<file path="src/rtl/clock_divider.sv">
// -----------------------------------------------------------------------------
// clock_divider
//
// Divides clk_in by a runtime-selectable integer ratio N (1 .. 2^WIDTH-1)
// with 50 % duty. Odd ratios reach 50 % duty because the high phase is
// trimmed by half an input cycle. A retiming flop on the falling edge does
// the trimming.
//
// The requested ratio is latched into div_q only at a period boundary, so a
// change on div never disturbs the period that is already running.
//
// Output modes, selected by the latched ratio div_q:
//   0     : clk_out held low
//   1     : clk_out = clk_in, gated by a registered enable
//   even  : clk_out = clk_p (rising-edge register)
//   odd   : clk_out = clk_p & clk_n (clk_n is clk_p delayed half a cycle)
//
// Parameters
//   WIDTH   : width of the divide-ratio input and of the internal counter
//
// Ports
//   clk_in  : input clock; both edges are used
//   rst     : synchronous active-high reset
//   div     : requested divide ratio N, unsigned
//   clk_out : divided clock
// -----------------------------------------------------------------------------

`timescale 1ns / 1ps

module clock_divider #(
    parameter int unsigned WIDTH = 8
) (
    input  logic             clk_in,
    input  logic             rst,
    input  logic [WIDTH-1:0] div,
    output logic             clk_out
);

    typedef enum logic [1:0] {
        ModeOff,
        ModeBypass,
        ModeEven,
        ModeOdd
    } mode_e;

    // Latched ratio and divider state.
    logic [WIDTH-1:0] div_q, div_d;
    logic [WIDTH-1:0] cnt_q, cnt_d;
    logic             clk_p_q, clk_p_d;
    logic             clk_n_q;
    logic             bypass_en_q, bypass_en_d;

    // Decode of the latched ratio.
    logic [WIDTH:0]   half;      // ceil(div_q / 2), one bit wider so 2^WIDTH-1 cannot wrap
    logic [WIDTH-1:0] last;      // div_q - 1, the terminal count
    logic             counting;  // div_q >= 2
    logic             terminal;
    logic             load;
    mode_e            mode;

    always_comb begin
        half     = ({1'b0, div_q} + (WIDTH + 1)'(1)) >> 1;
        last     = div_q - WIDTH'(1);
        counting = (div_q > WIDTH'(1));
        terminal = counting && (cnt_q == last);
        // Ratios 0 and 1 have no period to finish, so they reload every edge.
        load     = !counting || terminal;
    end

    always_comb begin
        if (div_q == '0) begin
            mode = ModeOff;
        end else if (div_q == WIDTH'(1)) begin
            mode = ModeBypass;
        end else if (div_q[0]) begin
            mode = ModeOdd;
        end else begin
            mode = ModeEven;
        end
    end

    // Next-state logic for the rising-edge registers.
    always_comb begin
        div_d       = div_q;
        cnt_d       = '0;
        clk_p_d     = 1'b0;
        bypass_en_d = 1'b0;

        if (load) begin
            div_d = div;
        end

        if (counting && !terminal) begin
            cnt_d = cnt_q + WIDTH'(1);
        end

        // Compare against the pre-increment count: the first edge of every
        // period (cnt == 0) raises clk_p, and it stays high for `half` edges.
        clk_p_d = ({1'b0, cnt_q} < half);

        bypass_en_d = (div_q == WIDTH'(1));
    end

    always_ff @(posedge clk_in) begin
        if (rst) begin
            // The ratio keeps tracking div during reset, so the first
            // un-reset edge already counts with the requested ratio.
            div_q       <= div;
            cnt_q       <= '0;
            clk_p_q     <= 1'b0;
            bypass_en_q <= 1'b0;
        end else begin
            div_q       <= div_d;
            cnt_q       <= cnt_d;
            clk_p_q     <= clk_p_d;
            bypass_en_q <= bypass_en_d;
        end
    end

    // Half-cycle-delayed copy of clk_p. ANDed with clk_p, it delays the rising
    // edge by half an input cycle. The falling edge is left alone, which gives
    // odd ratios an exact N/2 high time.
    always_ff @(negedge clk_in) begin
        if (rst) begin
            clk_n_q <= 1'b0;
        end else begin
            clk_n_q <= clk_p_q;
        end
    end

    // Output select. Only the bypass mode lets clk_in through combinationally.
    // That path is gated by a register that changes while clk_in is high, so
    // it cannot open or close in the middle of a low phase.
    always_comb begin
        clk_out = 1'b0;
        unique case (mode)
            ModeOff:    clk_out = 1'b0;
            ModeBypass: clk_out = clk_in & bypass_en_q;
            ModeEven:   clk_out = clk_p_q;
            ModeOdd:    clk_out = clk_p_q & clk_n_q;
            default:    clk_out = 1'b0;
        endcase
    end

endmodule

</file>
<file path="config.mk">
export PLATFORM = sky130hd
export DESIGN_NAME = clock_divider
export DESIGN_NICKNAME = d
export VERILOG_FILES = /design/src/rtl/clock_divider.sv
export SDC_FILE = /design/constraint.sdc
export NUM_CORES = 1
export LEC_CHECK = 0
export CORE_AREA = 2 2 50 52
export CTS_CLUSTER_SIZE = 14
export DETAILED_ROUTE_END_ITERATION = 7
export DIE_AREA = 0 0 52 54
export GPL_TIMING_DRIVEN = 0
export PLACE_DENSITY_LB_ADDON = 0.08
export SLEW_MARGIN = 0
export SYNTH_ARGS = -nofsm -noshare
export SYNTH_HDL_FRONTEND = slang
export SYNTH_SLANG_ARGS = --single-unit
</file>
<file path="constraint.sdc">
create_clock -name clk_in -period 4.67 [get_ports clk_in]
set_input_delay 1.401 -clock clk_in [delete_from_list [all_inputs] [get_ports clk_in]]
set_output_delay 1.401 -clock clk_in [all_outputs]
set_load 0.01 [all_outputs]
</file>
# After elaboration in Yosys (flattened, before gate mapping)
# Cells that the tools add are included.
dict set report word_totals {
  ff_bits 19
  input_bits 10
  elab_cells 33
}
dict set report classes {
  n_addsub 3
  magnitude_cmp 2
  n_eq_ne 5
  muxes 6
  bitwise 3
  n_reduce_logical 9
}
# op n
set op_table {}
lappend op_table {{8-bit 2-to-1 mux} 2}
lappend op_table {{8-bit by 1-bit adder with 9-bit output, second input constant} 1}
lappend op_table {{8-bit by 1-bit adder with 8-bit output, second input constant} 1}
lappend op_table {{8-bit by 1-bit equality test with 1-bit output, second input constant} 1}
lappend op_table {{8-bit equality test} 1}
lappend op_table {{8-bit by 1-bit greater-than comparator with 1-bit output, second input constant} 1}
lappend op_table {{8-bit zero test} 1}
lappend op_table {{8-bit less-than comparator} 1}
lappend op_table {{8-bit by 1-bit subtractor with 8-bit output, second input constant} 1}
lappend op_table {{2-bit equality test, second input constant} 2}
lappend op_table {{2-bit 2-to-1 mux} 2}
lappend op_table {{1-bit case mux with 4 select lines} 1}
lappend op_table {{1-bit bitwise AND} 2}
lappend op_table {{2-bit by 1-bit equality test with 1-bit output, second input constant} 1}
lappend op_table {{1-bit logical AND} 2}
lappend op_table {{1-bit zero test} 2}
lappend op_table {{2-bit zero test} 1}
lappend op_table {{2-bit nonzero test} 1}
lappend op_table {{2-bit OR reduction} 1}
lappend op_table {{1-bit logical OR} 1}
lappend op_table {{1-bit 2-to-1 mux} 1}
lappend op_table {{1-bit inverter} 1}

# Longest topological paths before layout
dict set report logic_depth {
  ltp_word 7
  depth_mapped 10
}

==> impl.org <==
** Clocking
- Clock insertion delay at the later pin of the skew report :: about 0.48 ns
- Post-CTS setup-driven buffer insertion count :: 0
- TritonCTS clock tree :: built
- Quantity of hold-fixing buffers added after cts :: 0
- Clock-pin slew reported for the worst setup and hold paths after clock tree synthesis :: around 0.11 ns

** Timing
- The final hold violation count came to 0.
- Across all setup checks in the final design, the least slack found is -0.210 ns.
- The count of pins over their slew limit was 0.
- Setup repair after global routing missed its margin :: yes
- Setup violations remaining at the end of the flow were counted as 1.
- Transition at the pin with the smallest max-transition slack :: 0.737 ns
- The clock arrives with 0.0644 ns of skew.
- Headroom to the max-slew limit came out at 50.8%.

** Synthesis
- Yosys mapped the design onto 35 distinct sky130hd cell types.
- Flip-flop cell with the highest count after synthesis :: sky130_fd_sc_hd__dfxtp_1
- Ranked by total cell area, the synthesized netlist is headed by sky130_fd_sc_hd__edfxtp_1 (18%), sky130_fd_sc_hd__dfxtp_1 (17%), sky130_fd_sc_hd__ha_1 (12%), sky130_fd_sc_hd__xor2_1 (7.4%), sky130_fd_sc_hd__xnor2_1 (6.7%).
- Post-synthesis area per instance :: 9.32 µm²
- Warnings, synthesis :: 0
- Sequential-to-total area share from yosys stat :: a little over a third
- Share of async-settable or async-resettable flops after synthesis :: 0%
- Largest area contributor in the synthesized netlist :: sky130_fd_sc_hd__edfxtp_1
- Top cell types by occurrence after synthesis :: sky130_fd_sc_hd__nand2_1 (16), sky130_fd_sc_hd__ha_1 (12), sky130_fd_sc_hd__dfxtp_1 (11), sky130_fd_sc_hd__xor2_1 (11)
- The mapped netlist covers roughly 1300 µm².
- Count leader, synth :: sky130_fd_sc_hd__nand2_1
- Area share of the leading cell type in the synthesized netlist :: 18.4%
- After synthesis the netlist holds a flip-flop and latch count of 19.
- Post-synthesis net count :: around 160
- Gate Count Post-Synth :: between 100 and 150
- Counting flops with a built-in enable in the synthesized netlist gives 8.

** Outcome
- The final reports fail on negative setup slack.
- Outcome :: finished, violations left

** Cells and area
- Relative area change from synthesis to final layout :: 14.0%
- Post-route standard cell area excluding fillers :: 1490 µm²
- Number of fill cells in the layout :: around 190
- Cells fill 64.1% of the core in the end.
- NumNets Final :: 180
- Share of layout cells above drive strength 1 :: a little over a tenth
- The number of antenna diodes in the final layout is 0.

** Global routing
- The via count of the first global-routing pass is 942.
- Number of antenna violations at the first check in global routing :: 0
- Entering global routing, the biggest net connects 12 pins.
- Sum of overflow across all layers after global routing :: 0
- Global routing used 20.7% of the available tracks across all layers.
- The first global-routing pass estimated 4100 µm of wire.

** Power and ir drop
- Total leakage power :: ~0.60 nW
- Power Dens Cells :: roughly 250 nW/µm²
- VDD sags by at most ~0.00025 V.

** Route
- For this run, design rule violations remaining after detail routing come to 0.
- Via density per instance :: around 5.6
- The first routing iteration left 28 violations.
- Summing over every cut layer, the via total after detailed routing is roughly 1100.
- Routed WL per cell :: ~13 µm
- Final wirelength :: around 2500 µm
- The detail route stage leaves a number of antenna-violating nets equal to 0.
- First-pass iteration count of the detailed router :: 4

** Critical path
- For the worst setup path, the data required time is 3.27 ns.
- Kind of end point of the critical path :: primary output
- Arrival time at the worst endpoint :: ~3.5 ns
- In this run the worst path has a maximum fanout of 1.
- Startpoint types :: flop
- Crit path kind :: flop to primary output

** Floorplan
- The die is roughly 54 µm tall.
- Initial core utilization :: a little under three fifths
- The floorplan step defined a die boundary enclosing around 2800 µm².
- IO Pins :: 11
- After floorplanning, the core was divided into 18 placement rows.
- The region available for standard cell placement spans around 2300 µm².
- Horizontal die dimension :: approximately 52 µm

** Placement
- Number of buffers added on ports :: 10
- At the end of routability-driven placement, the weighted congestion stood at around 0.84.
- Post-detail-place hpwl :: 1920 µm
- Post-Place Cell Area :: ~1400 µm²

** Min path
- Class of the tightest hold or removal check :: flop to flop

** Flow run
- Max Cap Violations :: 0
==> kinds of logic (layout without fill, tap and decap cells) <==
| logic type | count (synthesis) | count (layout) | share of synthesized area, % |
|---|---|---|---|
| AO/OA/AOI/OAI | 26 | 26 | 13.9 |
| XOR/XNOR | 21 | 21 | 14.1 |
| adder cells (fa/ha/maj) | 12 | 12 | 11.5 |
| buffers and inverters | 10 | 27 | 4.41 |
| flip-flops | 19 | 19 | 35.3 |
| AND/OR/NAND/NOR | 52 | 52 | 20.8 |
==> cells in the final DEF, fill, tap and decap left out, types with 2 or more instances in the layout <==
master	count
sky130_fd_sc_hd__xor2_1	11
sky130_fd_sc_hd__edfxtp_1	8
sky130_fd_sc_hd__buf_6	2
sky130_fd_sc_hd__or2_2	2
sky130_fd_sc_hd__ha_1	12
sky130_fd_sc_hd__inv_1	3
sky130_fd_sc_hd__xnor2_1	10
sky130_fd_sc_hd__clkbuf_4	6
sky130_fd_sc_hd__a31oi_1	2
sky130_fd_sc_hd__nor3_1	4
sky130_fd_sc_hd__nor2_1	5
sky130_fd_sc_hd__nand2_1	16
sky130_fd_sc_hd__a21o_1	2
sky130_fd_sc_hd__clkbuf_1	3
sky130_fd_sc_hd__dfxtp_1	11
sky130_fd_sc_hd__o21ai_0	4
sky130_fd_sc_hd__clkdlybuf4s50_1	9
sky130_fd_sc_hd__a21oi_1	10
sky130_fd_sc_hd__nand3_1	9
sky130_fd_sc_hd__nor4_1	4
sky130_fd_sc_hd__or2b_1	2
sky130_fd_sc_hd__nand2b_1	3
sky130_fd_sc_hd__o211ai_1	3
==> routing by layer <==
metal | GRT usage, % | wire length, µm | up-vias
li1 | - | - | 532
met1 | 25.9 | 1190 | 501
met2 | 32.7 | 1190 | 17
met3 | 6.11 | 96 | 6
met4 | 10.1 | 48 | 0
met5 | 0 | 0 | -
==> state kept, by name, indices dropped and copies added (netlist names) <==
| signal | cells |
|---|---|
| cnt_q | 8 |
| div_q | 8 |
| bypass_en_q | 1 |
| clk_n_q | 1 |
| clk_p_q | 1 |
==> power breakdown <==
part	total, W	switching (W)	internal, W
Clock	0.000123	0.0000613	0.0000618
Sequential	0.000189	0.00000733	0.000181
Combinational	0.0000642	0.0000335	0.0000307
Total	0.000376	0.000102	0.000274
==> metrics by stage <==
step	TNS [ns]	setup WS [ns]	hold slack (ns)	total power, W	cells
after floorplan	0	0.393	0.552	0.000240	140
after global placement	-0.0524	-0.0524	0.600	0.000258	180
after detailed placement	-0.0624	-0.0624	0.637	0.000261	180
after CTS	-0.224	-0.224	0.654	0.000380	187
after global routing	-0.280	-0.280	0.697	0.000396	187
final	-0.210	-0.210	0.653	0.000376	187
==> path summary, 6_finish.rpt <==
check	end	from	cells after the start	slack, ns
max	clk_out	clk_n_q	3	-0.21
min	cnt_q[0]	cnt_q[0]	2	0.65
max reg2reg	clk_n_q	clk_p_q	1	1.84
min reg2reg	cnt_q[0]	cnt_q[0]	2	0.65
==> repair_timing <==
item | in CTS | in global routing
gates resized for setup | 4 | 0
gates cloned | 0 | 0
endpoints found under the setup margin | 1 | 1
==> worst max-delay path, cell delays in order (launching register included) <==
cell,delay (ns)
sky130_fd_sc_hd__dfxtp_1,0.29
sky130_fd_sc_hd__o211ai_1,0.15
sky130_fd_sc_hd__o31ai_1,0.09
sky130_fd_sc_hd__buf_2,0.14
==> layout make-up <==
type | instances | area [µm²] | area share [%]
Buffer | 7 | 46.3 | 3.11
Tap cell | 30 | 37.5 | 2.52
Inverter | 2 | 7.51 | 0.505
Multi-Input combinational cell | 111 | 787 | 52.9
Clock buffer | 7 | 50.0 | 3.36
Sequential cell | 19 | 460 | 31.0
Timing Repair Buffer | 9 | 90.1 | 6.06
Clock inverter | 2 | 8.76 | 0.589
Note: power is estimated with default switching activity, not from simulation.
